## src/rtl/fifo_distram32.sv

```systemverilog
// 32-entry first-word-fall-through FIFO over a distributed RAM with an asynchronous read port.
// The producer writes through port A. The consumer sees the head entry combinationally on port B.

module distram32d #(
    parameter int WIDTH = 8
) (
    input  logic             clk,
    input  logic [4:0]       i_a_addr,
    input  logic [WIDTH-1:0] i_a_wrdata,
    input  logic [WIDTH-1:0] i_a_wren,
    input  logic [4:0]       i_b_addr,
    output logic [WIDTH-1:0] o_b_rddata
);
    logic [WIDTH-1:0] r_mem [0:31];

    // Each bit has its own write enable, so a partial mask merges with the old word.
    always_ff @(posedge clk) begin
        if (|i_a_wren) begin
            r_mem[i_a_addr] <= (r_mem[i_a_addr] & ~i_a_wren) | (i_a_wrdata & i_a_wren);
        end
    end

    assign o_b_rddata = r_mem[i_b_addr];
endmodule

module fifo_distram32 #(
    parameter int WIDTH       = 8,
    parameter int AFULL_LEVEL = 28
) (
    input  logic             clk,
    input  logic             reset,
    input  logic             flush,
    input  logic [WIDTH-1:0] wr_data,
    input  logic             wr_en,
    output logic             full,
    output logic             almost_full,
    output logic [WIDTH-1:0] rd_data,
    input  logic             rd_en,
    output logic             empty,
    output logic [5:0]       count,
    output logic             overflow,
    output logic             underflow
);
    logic [4:0]       r_wr_ptr;
    logic [4:0]       r_rd_ptr;
    logic [5:0]       r_cnt;
    logic             r_ovf;
    logic             r_udf;
    logic             w_full;
    logic             w_empty;
    logic             w_do_wr;
    logic             w_do_rd;
    logic             w_ram_we;
    logic [WIDTH-1:0] w_a_wren;
    logic [WIDTH-1:0] w_b_rddata;

    assign w_full  = (r_cnt == 6'd32);
    assign w_empty = (r_cnt == 6'd0);

    // Handshake: wr_en and rd_en are requests that the FIFO accepts in the same cycle.
    // A write is accepted when the FIFO is not full, and a read when it is not empty.
    // Both checks use the count registered at the start of the cycle. A refused
    // request only sets its sticky flag.
    assign w_do_wr  = wr_en & ~w_full;
    assign w_do_rd  = rd_en & ~w_empty;
    assign w_ram_we = w_do_wr & ~flush & ~reset;
    assign w_a_wren = {WIDTH{w_ram_we}};

    distram32d #(.WIDTH(WIDTH)) u_ram (
        .clk        (clk),
        .i_a_addr   (r_wr_ptr),
        .i_a_wrdata (wr_data),
        .i_a_wren   (w_a_wren),
        .i_b_addr   (r_rd_ptr),
        .o_b_rddata (w_b_rddata)
    );

    always_ff @(posedge clk) begin
        if (reset) begin
            r_wr_ptr <= 5'd0;
            r_rd_ptr <= 5'd0;
            r_cnt    <= 6'd0;
            r_ovf    <= 1'b0;
            r_udf    <= 1'b0;
        end else if (flush) begin
            r_wr_ptr <= 5'd0;
            r_rd_ptr <= 5'd0;
            r_cnt    <= 6'd0;
        end else begin
            if (w_do_wr) begin
                r_wr_ptr <= r_wr_ptr + 5'd1;
            end
            if (w_do_rd) begin
                r_rd_ptr <= r_rd_ptr + 5'd1;
            end
            if (w_do_wr && !w_do_rd) begin
                r_cnt <= r_cnt + 6'd1;
            end else if (w_do_rd && !w_do_wr) begin
                r_cnt <= r_cnt - 6'd1;
            end
            if (wr_en && w_full) begin
                r_ovf <= 1'b1;
            end
            if (rd_en && w_empty) begin
                r_udf <= 1'b1;
            end
        end
    end

    assign full        = w_full;
    assign empty       = w_empty;
    assign almost_full = (r_cnt >= 6'(AFULL_LEVEL));
    assign count       = r_cnt;
    assign rd_data     = w_b_rddata;
    assign overflow    = r_ovf;
    assign underflow   = r_udf;
endmodule
```

## config.mk

```make
export PLATFORM = sky130hd
export DESIGN_NAME = fifo_distram32
export DESIGN_NICKNAME = d
export VERILOG_FILES = /design/src/rtl/fifo_distram32.sv
export SDC_FILE = /design/constraint.sdc
export NUM_CORES = 1
export LEC_CHECK = 0
export CAP_MARGIN = 20
export CORE_ASPECT_RATIO = 1.25
export CORE_UTILIZATION = 40
export CTS_CLUSTER_DIAMETER = 200
export CTS_CLUSTER_SIZE = 8
export DETAILED_ROUTE_END_ITERATION = 8
export HOLD_SLACK_MARGIN = 0.06
export PLACE_DENSITY = 0.67
export SLEW_MARGIN = 20
export SYNTH_ARGS = -nofsm -noshare
export SYNTH_HDL_FRONTEND = slang
export SYNTH_SLANG_ARGS = --single-unit
```

## constraint.sdc

```tcl
create_clock -name clk -period 2.9 [get_ports clk]
set_input_delay 0.58 -clock clk [delete_from_list [all_inputs] [get_ports clk]]
set_output_delay 0.58 -clock clk [all_outputs]
set_load 0.01 [all_outputs]
```

# --- After elaboration in Yosys (flattened, before gate mapping) ---
# Memories as Yosys holds them, arrays and structs flattened. A register that Yosys moved wholly into a read port is not among the register bits.
# Cells that the tools add are included.
classes:
  n_addsub: 4
  multipliers: 0
  n_div: 0
  order_cmp: 1
  n_eq_ne: 1
  shifts: 0
  mux: 8
  n_bitwise: 12
  reduce_logical: 11
ops:
  columns: ["cell", "count"]
  rows:
  - ["$mux W5", 4]
  - ["$and A8 B8 Y8", 2]
  - ["$mux W6", 2]
  - ["$add A5 B1 Y5 const B", 2]
  - ["$not A8 Y8", 1]
  - ["$or A8 B8 Y8", 1]
  - ["$add A6 B1 Y6 const B", 1]
  - ["$eq A6 B6 Y1 const B", 1]
  - ["$ge A6 B5 Y1 const B", 1]
  - ["$logic_not A6 Y1", 1]
  - ["$sub A6 B1 Y6 const B", 1]
  - ["$and A1 B1 Y1", 4]
  - ["$logic_and A1 B1 Y1", 4]
  - ["$not A1 Y1", 4]
  - ["$reduce_and A2 Y1", 2]
  - ["$logic_not A1 Y1", 2]
  - ["$mux W1", 2]
  - ["$reduce_bool A2 Y1", 1]
  - ["$reduce_or A2 Y1", 1]
word_totals:
  reg_bits: 18
  latch_bits: 0
  ramBits: 256
  mem_bits_ro: 0
  inputBits: 13
  output_inout_bits: 19
  elab_cells: 43
  memories: 1
mem_list:
  columns: ["memory", "words", "width", "read_ports", "rd_clocked_by_memory_dff", "wr", "line", "source"]
  rows:
  - ["u_ram.r_mem", 32, 8, 2, 2, 1, "14", "logic [WIDTH-1:0] r_mem [0:31];"]

# --- Logic depth before layout (Yosys ltp) ---
depth:
  depth_word: 8
  depth_mapped: 11
  mapped_depth_nobuf: 11

# --- Modules after synthesis ---
# From an unflattened synthesis, not the netlist that was laid out.
unflattened:
  cells_unflattened: 788
  hier_area_um2: 13387.8
by_module_without_submodules:
  columns: ["module", "n_inst", "cells_each", "area_per_inst_um2", "seq_area_each_um2"]
  rows:
  - ["distram32d", 1, 671, 12340.6, 7687.4]
  - ["fifo_distram32", 1, 117, 1047.3, 360.3]

# --- Worst setup path before layout ---
# Ideal clock, no wire load.
synth_path:
  path_type: "reg2reg"
  startpoint: "reg r_cnt[3] (netlist: count[3])"
  endpoint: "mem u_ram.r_mem[0][0] (data pin)"
  setup_ns: 0.445
  t_arrival_ns: 2.721
  required_time_ns: 2.455
  path_slack_ns: -0.266
  path_stages_with_launch: 6
  path_buffers: 0
  synth_period_minus_slack_ns: 3.166
  cell_sequence: "dfxtp_1 -> or4_4 -> or3_4 -> nand3_2 -> nor2_1 -> nor3_1"
synth_via:
  elab_chain_cells: 8
  word_cells_on_any_way: 9
  cone_classes: "eq/ne (1); bitwise (8)"
synth_rtl:
  columns: ["item", "line", "source"]
  rows:
  - ["start, declared", "46", "logic [5:0] r_cnt;"]
  - ["start signal, assigned", "97", "r_cnt <= r_cnt + 6'd1;"]
  - ["start signal, assigned", "99", "r_cnt <= r_cnt - 6'd1;"]
  - ["$eq A6 B6 Y1 (*)", "57", "assign w_full = (r_cnt == 6'd32);"]
  - ["$not A1 Y1 (*)", "64", "assign w_do_wr = wr_en & ~w_full;"]
  - ["$and A1 B1 Y1 (*)", "64", null]
  - ["$and A1 B1 Y1 (*) (2 in a row)", "66", "assign w_ram_we = w_do_wr & ~flush & ~reset;"]
  - ["$not A8 Y8", "19", "r_mem[i_a_addr] <= (r_mem[i_a_addr] & ~i_a_wren) | (i_a_wrdata & i_a_wren);"]
  - ["$and A8 B8 Y8", "19", null]
  - ["$or A8 B8 Y8 (*)", "19", null]
  - ["end, declared", "14", null]
# Every way passes the cells marked *; elsewhere a longest branch is shown, timed or not.

==> metrics.yaml <==
clocking:
  cts_root_buf: "clkbuf_16"
  numCtsBuffers: 41
  cts_tree: "done"
  clk_latency_ns: 0.53
  cts.reportedPaths.clkPinSlew_ns: 0.05
  cts_buffer_depth: 3
  htree_levels: 2
  cts_sinks: 284
synth:
  yosysSeqAreaShare_pct: 60.9
  synth_largest_area_cell: "edfxtp_1"
  netlist_top_cells_area: "edfxtp_1 (57%), mux4_2 (16%), mux2i_1 (5.1%)"
  synth_nets: 807
  yosysTopAreaCellShare_pct: 56.8
  postSynthCellCount: 782
  synth_flop_cell: "edfxtp_1"
  synth_edf_count: 256
  syn_avg_cell_area_um2: 17.3
  synth-seq-cells: 284
  async_flop_share_pct: 0
  synth_area_um2: 13500
  synth-warning-count: 0
  yosys.cell_types.count: 60
power_and_ir_drop:
  seqPwrFrac_pct: 41.0
  leakagePower_nw: 5.33
  switching_power_w: 0.00292
  peakVddDrop_mv: 0.498
  p_clk_share_pct: 38.0
  powerDensity_nw_per_um2: 700
  combPwrFrac_pct: 21.0
  swShare_pct: 25.2
  power.internal_w: 0.00867
critical_path:
  worstRegToRegCells: 6
  cp_slowest_stage_delay_ns: 0.51
  cp_data_required_time_ns: 2.32
  start_kind: "register"
  timing.rr.end: "u_ram.r_mem[23][1]"
  worstPathArrival_ns: 2.46
  crit_chain: "buf_12 > buf_16 > buf_6 > mux4_2 > mux2i_2 > a22o_1 > a221oi_2 > buf_2"
  path_class: "register to primary output"
  rrSetupSlack_ns: 0.08
  crit_path_end_kind: "primary output"
  worst_path_max_delay_cell: "mux4_2"
  worstPathMaxFanout: 5
global_routing:
  grt_pass1_wl_um: 54500
  grt_overflow: 0
  grt_max_degree: 33
  antenna_found_initial: 1
  grt_pass1_vias: 8491
  grt_use_total_pct: 21.7
routing:
  routed_via_density: 5.99
  drt_iter0_drc: 869
  drtAntennaViolNets: 0
  num_vias: 8226
  dr.pass1.iters: 7
  drt-total-wl_um: 36600
  drcViolationCount: 2
  wl_per_cell_um: 26.7
finish:
  mostFrequentLayoutCells: "edfxtp_1 (256), buf_4 (101), mux4_2 (97), nor2_1 (65), mux2i_1 (60)"
  drive_above_1_share_pct: 33.9
  areaGrowthSynthToFinish_pct: 22.3
  n_fill_cell: 2784
  multi_input_area_um2: 5070
  seq_area_um2: 8260
  layout_commonest_cell: "edfxtp_1"
  nets: 957
  antenna-diode-count: 0
  utilization_pct: 49.6
sta:
  setup_viol: 8
  grt_setup_unrepaired: "true"
  report.final.slew_viol_count: 0
  tns_ns: -0.812
  worst-slew-pin-transition_ns: 0.745
  maxSlewHeadroom_pct: 50.3
  max_freq_ghz: 0.329
  skew_ns: 0.0186
  setup_ws_ns: -0.141
  hold_violations: 0
  post-route-min-period_ns: 3.04
  fin_crit_sh_pct: 105
place:
  gp_congestion: 0.960
  hpwlAfterDp_um: 25200
  numPortBuffers: 31
floorplan:
  io_pins: 32
  die_w_um: 167
  coreArea_um2: 33400
  start_util_pct: 40.5
  die_y_um: 208
  die-area_um2: 34600
  rows: 75
run:
  drv_cap: 0
hold_path:
  hp-class: "register to register"
  min_to: "underflow"
  whs_path_depth: 2
  worstHoldStart: "underflow"
status:
  violations: "DRC, setup timing"
  outcome: "finished with violations"
-- cell families (layout without fill, tap and decap cells) --
| family | count (synthesis) | count (layout) | share of synthesized area, % |
|---|---|---|---|
| compound gates | 88 | 88 | 4.78 |
| buf+inv | 63 | 231 | 3.07 |
| simple gates | 142 | 142 | 5.03 |
| fa+ha+maj | 12 | 12 | 1.16 |
| xor+xnor | 10 | 10 | 0.647 |
| flops | 284 | 284 | 60.9 |
| mux | 183 | 183 | 24.4 |
-- cells in the mapped netlist (6+ instances only) --
cell and number:
xor2_1 8, dfxtp_1 28, nand3_1 8, a221oi_1 11, nor2b_1 8, buf_2 10
buf_1 7, clkbuf_1 13, nand2_1 25, o21ai_0 7, a22oi_1 7, nor2_1 65
edfxtp_1 256, inv_1 12, mux4_2 97, buf_4 7, nor3_1 6, a21oi_1 11
ha_1 11, mux4_1 16, o22ai_1 7, mux2i_1 69, a22o_1 16
-- final cells by class --
class                           instances  area share [%]
Clock buffer                           59            6.86
Sequential cell                       284            49.9
Inverter                               12           0.272
Multi-Input combinational cell        435            30.6
Tap cell                              423            3.20
Timing Repair Buffer                  158            8.95
Clock inverter                          2           0.234
-- worst max-delay path by stage --
stage / slack (ns) / endpoint
after floorplan: 0.004 / count[4]
after global placement: -0.06 / u_ram.r_mem[23][1]
after detailed placement: -0.14 / u_ram.r_mem[22][1]
after CTS: -0.12 / rd_data[0]
after global routing: -0.20 / rd_data[6]
final: -0.14 / rd_data[2]
-- worst max-delay path, delay by kind of cell, from the launching register on --
kind / cells / cell delay (ns)
flops: 1 / 0.42
compound gates: 2 / 0.28
mux: 2 / 0.72
buf+inv: 4 / 0.51
-- power by group through the flow --
stage	clock network [W]	registers (W)	logic, W
3_3_place_gp	0	0.00482	0.00218
5_1_grt	0.00464	0.00476	0.00260
6_report	0.00440	0.00475	0.00244
3_5_place_dp	0	0.00482	0.00220
4_1_cts	0.00448	0.00475	0.00239
2_1_floorplan	0	0.00483	0.00132
-- metrics by stage --
step / hold slack, ns / cell area [um2] / std cells / worst slack [ns] / total power, W
3_3_place_gp: 0.462 / 15100 / 1298 / -0.0600 / 0.00700
3_5_place_dp: 0.462 / 15100 / 1298 / -0.142 / 0.00703
6_report: 0.475 / 16600 / 1373 / -0.141 / 0.0116
4_1_cts: 0.486 / 16500 / 1369 / -0.119 / 0.0116
2_1_floorplan: 0.468 / 13600 / 782 / 0.00383 / 0.00615
5_1_grt: 0.513 / 16600 / 1373 / -0.196 / 0.0120
-- repair_timing --
item	CTS	global route
setup endpoints to repair	10	35
setup buffers	8	3
gates resized for setup	65	11
gates cloned	2	0
pin swaps	1	4
hold buffers	0	0
-- flip-flops by register name, indices dropped and copies added (netlist names), named ones only --
register / cells
r_rd_ptr: 5
count: 6
r_wr_ptr: 5
overflow: 1
underflow: 1
u_ram.r_mem: 256
-- metal layers --
| layer | GRT usage, % | up-vias | wire length, um |
|---|---|---|---|
| met2 | 36.6 | 361 | 18400 |
| li1 | - | 3529 | - |
| met4 | 10.8 | 0 | 1730 |
| met1 | 27.0 | 4243 | 14100 |
| met3 | 3.70 | 93 | 2370 |
| met5 | 0 | - | 0 |
Note: power is estimated with default switching activity, not from simulation.
